### src/rtl/sb_regfile_pkg.sv
// Shared defaults and helpers for the scoreboarded register file.
package sb_regfile_pkg;

    localparam int XLEN_DEFAULT = 32;
    localparam int NREG_DEFAULT = 32;
    localparam int NRD_DEFAULT  = 2;

    // Width needed to count from 0 up to n inclusive.
    function automatic int cnt_width(input int n);
        return $clog2(n + 1);
    endfunction

endpackage

### src/rtl/sb_hazard.sv
// Issue hazard check: a source or destination register with an unresolved
// pending write blocks issue, unless this cycle's writeback resolves it.
module sb_hazard #(
    parameter int NREG   = 32,
    parameter int NRD    = 2,
    parameter int AW     = 5,
    parameter bit BYPASS = 1'b1
) (
    input  logic [NREG-1:0]   busy,
    input  logic [NRD*AW-1:0] iss_rs,
    input  logic [AW-1:0]     iss_rd,
    input  logic              we,
    input  logic [AW-1:0]     wa,
    output logic              ready
);

    logic [NREG-1:0] haz;

    // NOTE: every signal driven here gets a value before any condition,
    // so no path leaves it unassigned and no latch is inferred.
    always_comb begin
        haz = busy;
        if (BYPASS && we) haz[wa] = 1'b0;
        ready = !haz[iss_rd];
        for (int i = 0; i < NRD; i++) begin
            if (haz[iss_rs[i*AW +: AW]]) ready = 1'b0;
        end
    end

endmodule

### src/rtl/sb_regfile.sv
// Multi-port register file with per-register pending-write scoreboard,
// optional writeback bypass and optional hardwired-zero register 0.
module sb_regfile
    import sb_regfile_pkg::*;
#(
    parameter int  XLEN     = XLEN_DEFAULT,
    parameter int  NREG     = NREG_DEFAULT,
    parameter int  NRD      = NRD_DEFAULT,
    parameter bit  ZERO_REG = 1'b1,
    parameter bit  BYPASS   = 1'b1,
    localparam int AW       = $clog2(NREG),
    localparam int CW       = cnt_width(NREG)
) (
    input  logic              clk,
    input  logic              rstn,
    input  logic [NRD*AW-1:0] ra,
    output logic [NRD*XLEN-1:0] rdata,
    input  logic              we,
    input  logic [AW-1:0]     wa,
    input  logic [XLEN-1:0]   wd,
    input  logic              iss_valid,
    input  logic [AW-1:0]     iss_rd,
    input  logic [NRD*AW-1:0] iss_rs,
    output logic              iss_ready,
    input  logic              flush,
    output logic [NREG-1:0]   busy,
    output logic [CW-1:0]     pending
);

    logic [XLEN-1:0] regs [NREG];
    logic [NREG-1:0] busy_nxt;
    logic [CW-1:0]   pending_nxt;
    logic            hazard_free;
    logic            issue;
    logic            wr_en;
    logic            set_en;
    logic            clr_hit;

    sb_hazard #(
        .NREG   (NREG),
        .NRD    (NRD),
        .AW     (AW),
        .BYPASS (BYPASS)
    ) u_hazard (
        .busy   (busy),
        .iss_rs (iss_rs),
        .iss_rd (iss_rd),
        .we     (we),
        .wa     (wa),
        .ready  (hazard_free)
    );

    assign iss_ready = hazard_free && !flush;
    assign issue     = iss_valid && iss_ready;
    assign wr_en     = we && !(ZERO_REG && wa == '0);
    assign set_en    = issue && !(ZERO_REG && iss_rd == '0);
    // A same-register issue keeps the bit set, so inc and dec cancel.
    assign clr_hit   = we && busy[wa];

    always_comb begin
        rdata = '0;
        for (int i = 0; i < NRD; i++) begin
            if (ZERO_REG && ra[i*AW +: AW] == '0)
                rdata[i*XLEN +: XLEN] = '0;
            else if (BYPASS && we && wa == ra[i*AW +: AW])
                rdata[i*XLEN +: XLEN] = wd;
            else
                rdata[i*XLEN +: XLEN] = regs[ra[i*AW +: AW]];
        end
    end

    // Set beats clear on the same register; flush beats both.
    always_comb begin
        busy_nxt = busy;
        if (we)     busy_nxt[wa]     = 1'b0;
        if (set_en) busy_nxt[iss_rd] = 1'b1;
        if (flush)  busy_nxt         = '0;
        pending_nxt = pending + CW'(set_en) - CW'(clr_hit);
        if (flush)  pending_nxt      = '0;
    end

    // NOTE: storage is cleared by reset because a reset mid-operation must
    // leave every register reading zero, not just the scoreboard.
    always_ff @(posedge clk or negedge rstn) begin
        if (!rstn) begin
            for (int i = 0; i < NREG; i++) regs[i] <= '0;
            busy    <= '0;
            pending <= '0;
        end else begin
            if (wr_en) regs[wa] <= wd;
            busy    <= busy_nxt;
            pending <= pending_nxt;
        end
    end

endmodule

### config.mk
export PLATFORM = sky130hd
export DESIGN_NAME = sb_regfile
export DESIGN_NICKNAME = d
export VERILOG_FILES = /design/src/rtl/sb_regfile_pkg.sv /design/src/rtl/sb_hazard.sv /design/src/rtl/sb_regfile.sv
export SDC_FILE = /design/constraint.sdc
export NUM_CORES = 2
export LEC_CHECK = 0
export ABC_AREA = 1
export CORE_MARGIN = 5
export CORE_UTILIZATION = 43
export DETAILED_ROUTE_END_ITERATION = 10
export PLACE_DENSITY = 0.58
export SYNTH_ARGS = -nofsm -noshare
export SYNTH_HDL_FRONTEND = slang
export SYNTH_HIERARCHICAL = 1
export SYNTH_SLANG_ARGS = --single-unit
### constraint.sdc
create_clock -name clk -period 4 [get_ports clk]
set_input_delay 0.6 -clock clk [delete_from_list [all_inputs] [get_ports clk]]
set_output_delay 0.6 -clock clk [all_outputs]
set_load 0.05 [all_outputs]
==> flow_summary.json <==
{
  "vias_per_cell": 5.742,
  "crit_arrival_ns": 3.21,
  "synth_warnings": 6,
  "cts_tree": "built",
  "power.leakage_nw": 35.63,
  "maxCapViolations": 0,
  "grt_max_degree": 120,
  "hpwl_um": 154900,
  "setup_viol": 0,
  "pre_cts_ws_ns": -0.7201,
  "wirelength_um": 264300,
  "antenna_found_initial": 6,
  "dr.pass1.iters": 9,
  "grtUsageTotal_pct": 33.18,
  "netlist_instances": 9432,
  "avgSynthCellArea_um2": 6.701,
  "worst_pin_slew_ns": 0.9417,
  "worst_setup_path_start_kind": "input port",
  "path_max_fanout": 17,
  "power_density_mw_per_mm2": 468.9,
  "htree_num_levels": 3,
  "crit_type": "in2out",
  "seq_area_frac_synth_pct": 42.05,
  "nNetsFinal": 9300,
  "status": "finished, final reports clean",
  "fp-row-count": 140,
  "ys_types": 32,
  "hold_viol_final": 0,
  "placed_cells": 11020,
  "ios": 170,
  "final_util_pct": 49.72,
  "final.min_clock_period_ns": 3.808,
  "routedWlPerCell_um": 23.50,
  "drt_iter0_drc": 8060,
  "overflow": 0,
  "die_y_um": 393.4,
  "die_width_um": 393.4,
  "synth_nets": 9506,
  "finalNonFillerCells": 11250,
  "cts_buffer_depth": 3,
  "clkSinkCount": 1062,
  "fillers": 14580,
  "clkSlewWorstSetupHoldPaths_ns": 0.06,
  "numCtsBuffers": 121,
  "grt_pass1_vias": 60750,
  "start_util_pct": 43.31,
  "die_area_mm2": 0.1547,
  "core_mm2": 0.1459,
  "syn_area_mm2": 0.06320,
  "yosysTopAreaCell": "dfrtp_1",
  "end_kind": "output pin",
  "finalMaxSlewViolations": 0,
  "port_buffers": 169,
  "yosys-top-cells-area": "dfrtp_1 42%, nand2_1 18%, nand3_1 13%",
  "ys_seq_elements": 1062,
  "timing.slew.headroom_pct": 37.15,
  "fin_ws_ns": 0.1916,
  "cp.required_ns": 3.40,
  "clk_latency_ns": 0.74,
  "skew_ns": 0.01384,
  "ant_nets": 0,
  "irDropWorstVdd_uv": 364.5,
  "gp_congestion": 0.8818,
  "root_buffer": "clkbuf_16",
  "vias": 64590,
  "drcViolationCount": 0,
  "grt_pass1_wl_um": 395200,
  "yosysTopAreaCellShare_pct": 42.05,
  "hold_path.class": "reg2reg",
  "timing.final.crit_share_pct": 95.21,
  "max_freq_mhz": 262.6,
  "drive_gt1_share_pct": 7.450,
  "area_growth_pct": 14.80
}
## cells in the mapped netlist
library cell  number
dfrtp_1         1062
nand3_2            2
buf_2            273
nor2_1           259
clkbuf_2           4
nand2_4            3
a21oi_1          165
buf_6              1
buf_1             73
a31oi_1            1
a22oi_1           16
o21ai_0         1092
o21ai_1           78
nand2_1         3076
inv_2             18
xor2_1             1
nor3_2             7
o22ai_1            6
ha_1               6
buf_4              5
o211ai_1         196
nand4_1            4
inv_1            989
nand3_1         1588
fa_1               1
or2_2             30
nor2_4            11
nor2_8             1
clkbuf_1         445
nor3_1            11
nor2_2             5
clkinv_1           3
## report_power, final
part           internal [W]  switching [W]  total, W  leakage (nW)
clock network       0.00739        0.00484    0.0122          2.16
logic               0.00276        0.00525   0.00801          20.1
registers            0.0128        0.00101    0.0138          13.3
total                0.0229         0.0111    0.0340          35.6
## path summary, 6_finish.rpt
| path | start | cells after the start | slack [ns] | end |
|---|---|---|---|---|
| min reg2reg | regs[1017]$_DFFE_PN0P_ | 0 | 0.37 | regs[1017]$_DFFE_PN0P_ |
| max reg2reg | busy[10]$_DFF_PN0_ | 24 | 0.61 | pending[4]$_DFF_PN0_ |
| min in group asynchronous | rstn | 2 | 0.46 | regs[333]$_DFFE_PN0P_ |
| min | regs[1017]$_DFFE_PN0P_ | 0 | 0.37 | regs[1017]$_DFFE_PN0P_ |
| max | wa[2] | 12 | 0.19 | rdata[44] |
| max in group asynchronous | rstn | 3 | 2.43 | regs[347]$_DFFE_PN0P_ |
## cell families (layout without fill, tap and decap cells)
group,Yosys count,count (layout),share of synthesized area (%)
AOI/OAI and AO/OA,1554,1554,13.16
and+or+nand+nor,4997,4997,33.28
DFF,1062,1062,42.05
buffers and inverters,1811,1708,11.35
adders and majority gates,7,7,0.1505
other,0,2,0
xor gates and xnor gates,1,1,0.01386
## area by class of cell
class / count / area, µm² / share of cell area [%]
tap: 1917 / 2399 / 3.306
timing repair buffer: 472 / 5713 / 7.874
sequential: 1062 / 26580 / 36.63
multi-input combinational: 6559 / 29660 / 40.89
antenna: 2 / 5.005 / 0.006898
inverter: 1010 / 3834 / 5.284
clock buffer: 179 / 3620 / 4.989
clock inverter: 47 / 742.0 / 1.023
## critical path, cell delays in order
cell	delay, ns
clkdlybuf4s50_1	0.45
buf_4	0.19
buf_4	0.20
o21ai_0	0.09
a21oi_1	0.25
nand3_4	0.44
buf_4	0.33
nor2_1	0.09
nor2_1	0.06
nand2_1	0.21
inv_1	0.07
buf_4	0.19
## metal layers
layer,vias up,share of wire [%],GRT usage [%]
met2,3411,44,51.52
met4,2,4.8,14.59
met5,-,0.0038,0
met1,30760,41,44.96
met3,656,10,6.779
li1,29760,-,-
## per-stage QoR
step	TNS [ns]	hold WS, ns	total power [W]	area, µm²
floorplan	0	0.3044	0.01905	63200
finish	0	0.3749	0.03402	72550
global placement	-2.344	0.3646	0.02160	68130
CTS	0	0.3789	0.03407	72500
global route	-0.001524	0.3869	0.03585	72550
detailed placement	-2.378	0.3656	0.02182	68130
## flip-flops by register name, summed over array words and instances (netlist names)
register	cells
busy	32
pending	6
regs	1024
## cells in the final DEF, fill, tap and decap left out, drive strengths merged
master,netlist,layout
buf,352,378
nand3,1590,1590
dlygate4sd3,0,1
bufinv,0,18
o211ai,196,196
nand4,4,4
dlymetal6s2s,0,5
inv,1007,1012
or2,30,30
diode,0,2
ha,6,6
a22oi,16,16
clkdlybuf4s50,0,88
xor2,1,1
a21oi,165,165
nand2,3079,3079
nor3,18,18
o21ai,1170,1170
a31oi,1,1
clkbuf,449,179
o22ai,6,6
clkinv,3,27
fa,1,1
dfrtp,1062,1062
nor2,276,276
## repair_timing
item                                    CTS  global route
gates resized for setup                   0            16
buffers inserted                          0             0
hold buffers                              1             0
endpoints found under the hold margin    31             0
endpoints found under the setup margin    0             3
Note: power is estimated with default switching activity, not from simulation.
